`config.mk`:
```
export PLATFORM = sky130hd
export DESIGN_NAME = processing_element
export DESIGN_NICKNAME = d
export VERILOG_FILES = /design/src/rtl/pe_pkg.sv /design/src/rtl/pe_psum_fifo.sv /design/src/rtl/processing_element.sv
export SDC_FILE = /design/constraint.sdc
export NUM_CORES = 1
export LEC_CHECK = 0
export CAP_MARGIN = 40
export CORE_MARGIN = 1
export CORE_UTILIZATION = 60
export DETAILED_ROUTE_END_ITERATION = 10
export DONT_BUFFER_PORTS = 1
export PLACE_DENSITY = 0.76
export REMOVE_ABC_BUFFERS = 1
export SYNTH_ARGS = -nofsm -noshare
export SYNTH_HDL_FRONTEND = slang
export SYNTH_SLANG_ARGS = --single-unit
```
`constraint.sdc`:
```
create_clock -name clk -period 11.9 [get_ports clk]
set_input_delay 2.38 -clock clk [delete_from_list [all_inputs] [get_ports clk]]
set_output_delay 2.38 -clock clk [all_outputs]
set_load 0.005 [all_outputs]
```
`src/rtl/pe_pkg.sv`:
```
// Shared widths and the accumulator addend select encoding for the processing element.
package pe_pkg;

    localparam int unsigned DATA_W     = 16;
    localparam int unsigned ACC_W      = 32;
    localparam int unsigned FIFO_DEPTH = 8;
    localparam int unsigned FRAC_BITS  = 8;

    // Accumulator addend source.
    typedef enum logic [1:0] {
        ZERO = 2'd0,
        ACC  = 2'd1,
        FIFO = 2'd2,
        HOLD = 2'd3
    } mux_sel_e;

endpackage

```
`src/rtl/pe_psum_fifo.sv`:
```
// Partial-sum FIFO: power-of-two depth, wrapping pointers, explicit occupancy count.
// A push into a full FIFO is accepted only when a pop frees a slot in the same cycle.
// Storage is not reset; only pointers and count are.
module pe_psum_fifo #(
    parameter int unsigned WIDTH = pe_pkg::ACC_W,
    parameter int unsigned DEPTH = pe_pkg::FIFO_DEPTH
) (
    input  logic             clk,
    input  logic             rst_n,
    input  logic             push,
    input  logic             pop,
    input  logic [WIDTH-1:0] push_data,
    output logic [WIDTH-1:0] head_c,
    output logic             empty_c
);
    localparam int unsigned PTR_W = (DEPTH > 1) ? $clog2(DEPTH) : 1;
    localparam int unsigned CNT_W = $clog2(DEPTH + 1);

    logic [WIDTH-1:0] mem_q [DEPTH];
    logic [PTR_W-1:0] wr_ptr_q, wr_ptr_d;
    logic [PTR_W-1:0] rd_ptr_q, rd_ptr_d;
    logic [CNT_W-1:0] count_q, count_d;
    logic             full_c;
    logic             pop_ok_c;
    logic             push_ok_c;

    // Status, accepted operations and next pointer/count values.
    always_comb begin
        empty_c   = (count_q == '0);
        full_c    = (count_q == CNT_W'(DEPTH));
        head_c    = mem_q[rd_ptr_q];
        pop_ok_c  = pop && !empty_c;
        push_ok_c = push && (!full_c || pop_ok_c);
        wr_ptr_d  = wr_ptr_q;
        rd_ptr_d  = rd_ptr_q;
        count_d   = count_q;
        if (push_ok_c) begin
            wr_ptr_d = wr_ptr_q + PTR_W'(1);
        end
        if (pop_ok_c) begin
            rd_ptr_d = rd_ptr_q + PTR_W'(1);
        end
        case ({push_ok_c, pop_ok_c})
            2'b10:   count_d = count_q + CNT_W'(1);
            2'b01:   count_d = count_q - CNT_W'(1);
            default: count_d = count_q;
        endcase
    end

    // Pointer and count registers.
    always_ff @(posedge clk or negedge rst_n) begin
        if (!rst_n) begin
            wr_ptr_q <= '0;
            rd_ptr_q <= '0;
            count_q  <= '0;
        end else begin
            wr_ptr_q <= wr_ptr_d;
            rd_ptr_q <= rd_ptr_d;
            count_q  <= count_d;
        end
    end

    // Entry storage, written at the tail on an accepted push.
    always_ff @(posedge clk) begin
        if (push_ok_c) begin
            mem_q[wr_ptr_q] <= push_data;
        end
    end

endmodule

```
`src/rtl/processing_element.sv`:
```
// Processing element: Q8.8 x Q8.8 MAC into a saturating Q16.16 accumulator, a
// partial-sum FIFO for spilling/restoring sums, and a ReLU output register.
// Writes (FIFO push or output load) always use the accumulator value from before
// this cycle's update.
module processing_element #(
    parameter int unsigned DATA_W     = pe_pkg::DATA_W,
    parameter int unsigned ACC_W      = pe_pkg::ACC_W,
    parameter int unsigned FIFO_DEPTH = pe_pkg::FIFO_DEPTH
) (
    input  logic                     clk,
    input  logic                     reset,
    input  logic [1:0]               mux_select,
    input  logic                     demux_select,
    input  logic                     read_enable,
    input  logic                     write_enable,
    input  logic signed [DATA_W-1:0] input_data,
    input  logic signed [DATA_W-1:0] weight,
    output logic signed [DATA_W-1:0] pe_out
);
    import pe_pkg::*;

    localparam int unsigned PROD_W = 2 * DATA_W;
    localparam logic signed [ACC_W-1:0]  ACC_MAX = {1'b0, {(ACC_W-1){1'b1}}};
    localparam logic signed [ACC_W-1:0]  ACC_MIN = {1'b1, {(ACC_W-1){1'b0}}};
    localparam logic signed [DATA_W-1:0] OUT_MAX = {1'b0, {(DATA_W-1){1'b1}}};

    logic signed [ACC_W-1:0]  acc_q, acc_d;
    logic signed [DATA_W-1:0] pe_out_q, pe_out_d;
    logic signed [PROD_W-1:0] product_c;
    logic signed [ACC_W-1:0]  product_ext_c;
    logic signed [ACC_W-1:0]  addend_c;
    logic signed [ACC_W:0]    sum_c;
    logic signed [ACC_W-1:0]  sum_sat_c;
    logic signed [ACC_W-1:0]  shifted_c;
    logic signed [DATA_W-1:0] relu_c;
    logic [ACC_W-1:0]         fifo_head_c;
    logic                     fifo_empty_c;
    logic                     fifo_push_c;

    assign pe_out      = pe_out_q;
    assign fifo_push_c = write_enable && !demux_select;

    pe_psum_fifo #(
        .WIDTH (ACC_W),
        .DEPTH (FIFO_DEPTH)
    ) u_fifo (
        .clk       (clk),
        .rst_n     (reset),
        .push      (fifo_push_c),
        .pop       (read_enable),
        .push_data (acc_q),
        .head_c    (fifo_head_c),
        .empty_c   (fifo_empty_c)
    );

    // MAC: pick the addend, add the full-precision product with one guard bit, clamp.
    always_comb begin
        product_c     = PROD_W'(input_data) * PROD_W'(weight);
        product_ext_c = ACC_W'(product_c);
        case (mux_sel_e'(mux_select))
            ACC:     addend_c = acc_q;
            FIFO:    addend_c = fifo_empty_c ? '0 : fifo_head_c;
            default: addend_c = '0;
        endcase
        sum_c = (ACC_W+1)'(addend_c) + (ACC_W+1)'(product_ext_c);
        if (sum_c[ACC_W] != sum_c[ACC_W-1]) begin
            sum_sat_c = sum_c[ACC_W] ? ACC_MIN : ACC_MAX;
        end else begin
            sum_sat_c = sum_c[ACC_W-1:0];
        end
        acc_d = (mux_sel_e'(mux_select) == HOLD) ? acc_q : sum_sat_c;
    end

    // Output path: drop fraction bits, ReLU, clamp to the positive DATA_W range.
    always_comb begin
        shifted_c = acc_q >>> FRAC_BITS;
        if (shifted_c[ACC_W-1]) begin
            relu_c = '0;
        end else if (|shifted_c[ACC_W-2:DATA_W-1]) begin
            relu_c = OUT_MAX;
        end else begin
            relu_c = shifted_c[DATA_W-1:0];
        end
        pe_out_d = pe_out_q;
        if (write_enable && demux_select) begin
            pe_out_d = relu_c;
        end
    end

    // Accumulator and output registers.
    always_ff @(posedge clk or negedge reset) begin
        if (!reset) begin
            acc_q    <= '0;
            pe_out_q <= '0;
        end else begin
            acc_q    <= acc_d;
            pe_out_q <= pe_out_d;
        end
    end

endmodule

```
==> results_dict.tcl <==
set metrics [dict create \
    ctsResizeCount 0 \
    yosysTopAreaCell "edfxtp_1" \
    hold_start "u_fifo.count_q[3]$_DFFE_PN0P_" \
    drv_cap 0 \
    finalCritPeriodShare_pct 73.35 \
    timing_hold_violations_final 0 \
    rr_endpoint "acc_q[9]$_DFFE_PN0P_" \
    drt_wl_total_mm 51.93 \
    tightest_slew_ns 0.8805 \
    crit_required_ns 12.33 \
    drive_gt1_share_pct 7.527 \
    grt_overflow_total 0 \
    drtIter0Drc 1105 \
    dpl.hpwl_mm 36.98 \
    tritoncts "built" \
    synth-seq-area-share_pct 38.31 \
    diodes 0 \
    final_cell_mix "inv_1, fa_1, edfxtp_1" \
    ys_types 58 \
    outcome "finished clean" \
    final_common_cell "inv_1" \
    min_period_ns 8.729 \
    syn_avg_cell_area_sq_um 12.15 \
    ctsHoldBuffers 0 \
    clock-sinks 314 \
    synth-async-reset-ratio_pct 18.47 \
    yosys_warnings 0 \
    initial_core_util_pct 61.30 \
    antenna_found_initial 0 \
    n_fill_cell 2818 \
    clock_latency_ns 0.55 \
    rsz0062_at_grt "no" \
    ys_top_cells_by_area "edfxtp_1, fa_1, dfrtp_1" \
    startpoint_type "input port" \
    synth_top_area_share_pct 32.22 \
    dieArea_sq_mm 0.04056 \
    timing.hold.worst.class "flip-flop to flip-flop" \
    routed-via-count 14540 \
    hold_end "u_fifo.count_q[3]$_DFFE_PN0P_" \
    track_usage_pct 26.89 \
    crit_path_end_kind "flip-flop" \
    setup_viol 0 \
    ys.flop_type "edfxtp_1" \
    fin_skew_ns 0.02299 \
    timing.rr.start "u_fifo.rd_ptr_q[0]$_DFFE_PN0P_" \
    crit_fanout 35 \
    core_area_sq_mm 0.03892 \
    die_y_um 201.4 \
    ant_nets 0 \
    cp.arrival_ns 9.16 \
    cts_buffers 28 \
    wl_per_cell_um 21.02 \
    clkTransAtPathRegs_ns 0.07 \
    syn_to_final_growth_pct 6.126 \
    final_nets 2378 \
    r2r_slack_ns 3.81 \
    ys_ff_latch 314 \
    path_class "input port to flip-flop" \
    die_w_um 201.4 \
    max-slew-margin-rel_pct 41.13 \
    worstHoldPathCells 1 \
    viasPerCell 5.885 \
    firstDrtPassIters 5 \
    grt_pass1_vias 15690 \
    fmax_mhz 114.6 \
    r2r_cells 23 \
    grt_max_degree 59 \
    root_buffer "clkbuf_16" \
    grt_pass1_wl_mm 84.74 \
    place.gp.congestion 0.8501 \
    syn_inst 1963 \
    portBuffers 0 \
    ctsLongestPathBuffers 3 \
    rows 72 \
    synth_edf_count 256 \
    pin_count 55 \
    synth_area_sq_mm 0.02386 \
    fin_tns_setup_ns 0 \
    remaining_drc_errors 0 \
    finalMaxSlewViolations 0 \
    htreeDepth 1 \
    post_cts.repair.setup_buffers 0 \
]
[worst max path at each step]
stage,startpoint,to,slack [ns],cells after the start
floorplan,u_fifo.rd_ptr_q[0]$_DFFE_PN0P_,acc_q[25]$_DFFE_PN0P_,2.41,21
global placement,mux_select[0],acc_q[25]$_DFFE_PN0P_,2.71,23
detailed placement,mux_select[1],acc_q[24]$_DFFE_PN0P_,2.70,24
CTS,mux_select[1],acc_q[25]$_DFFE_PN0P_,3.24,24
global route,weight[1],acc_q[25]$_DFFE_PN0P_,2.83,23
finish,mux_select[1],acc_q[9]$_DFFE_PN0P_,3.17,24
[metal layers]
layer  GRT usage (%)  wire length, um  vias to the layer above
li1                -                -                     6355
met1           36.50            20680                     7572
met2           45.86            26560                      517
met3           2.948             2914                       99
met4           8.577             1782                        0
met5               0                0                        -
[cells by family (layout without fill, tap and decap cells)]
kind of cell	count (synthesis)	after routing	synth area share, %
compound gates	182	182	4.867
xor+xnor	42	42	1.573
fa+ha+maj	429	429	31.72
buf+inv	433	423	6.870
flops	314	314	38.31
mux	101	101	7.610
simple gates	462	462	9.052
[critical path, cell delays in order]
cell and delay [ns]:
inv_1 0.03, ha_1 0.66, buf_4 0.39, nand2_1 0.07, o21ai_0 0.15, nand2b_1 0.14, fa_1 0.54, inv_1 0.06
fa_1 0.52, fa_1 0.44, fa_1 0.54, inv_1 0.05, fa_1 0.48, inv_1 0.04, ha_1 0.35, and4_4 0.23
and3_1 0.19, a31oi_2 0.33, o21ai_1 0.21, a221oi_2 0.33, xnor2_2 0.15, buf_4 0.36, o21ai_1 0.24, o22a_1 0.24
[stage by stage]
step	cells	hold WS [ns]	instance area [sq um]	setup slack [ns]	util, %
final	2471	0.5083	25320	3.171	65.06
after global routing	2471	0.5254	25320	2.830	65.06
after CTS	2471	0.5041	25320	3.238	65.06
after detailed placement	2419	0.4787	24430	2.701	62.78
after global placement	2417	0.4644	24390	2.712	62.67
after floorplan	1881	0.4465	23540	2.411	-
[cell type report]
class	instances	area (sq um)	area share, %
clock buffers	39	773.2	3.054
clock inverters	13	112.6	0.4448
inverters	351	1318	5.204
multi-input cells	1216	13140	51.92
flip-flops and latches	314	9145	36.12
well taps	518	648.1	2.560
repair buffers	20	177.7	0.7018
[cell usage after synthesis, types with 8 or more instances]
library cell and n:
o21ai_0 20, clkbuf_1 65, xor2_1 17, buf_1 11, maj3_1 21, and2_1 117, xnor2_1 24, edfxtp_1 256
o21ai_1 23, nor2_1 107, nand2_1 184, nand2b_1 17, mux2i_1 34, mux4_2 64, nor3_1 9, o31ai_1 15
inv_1 351, o22a_1 8, ha_1 108, dfrtp_1 58, fa_1 300, a21oi_1 69
[sequential cells by signal, indices dropped and copies added, names as in the netlist]
| name | count |
|---|---|
| u_fifo.rd_ptr_q | 3 |
| acc_q | 32 |
| pe_out | 16 |
| u_fifo.mem_q | 256 |
| u_fifo.wr_ptr_q | 3 |
| u_fifo.count_q | 4 |
Power is not shown: default switching activity piles up to over one toggle a cycle in this logic, so the estimate is an artifact.
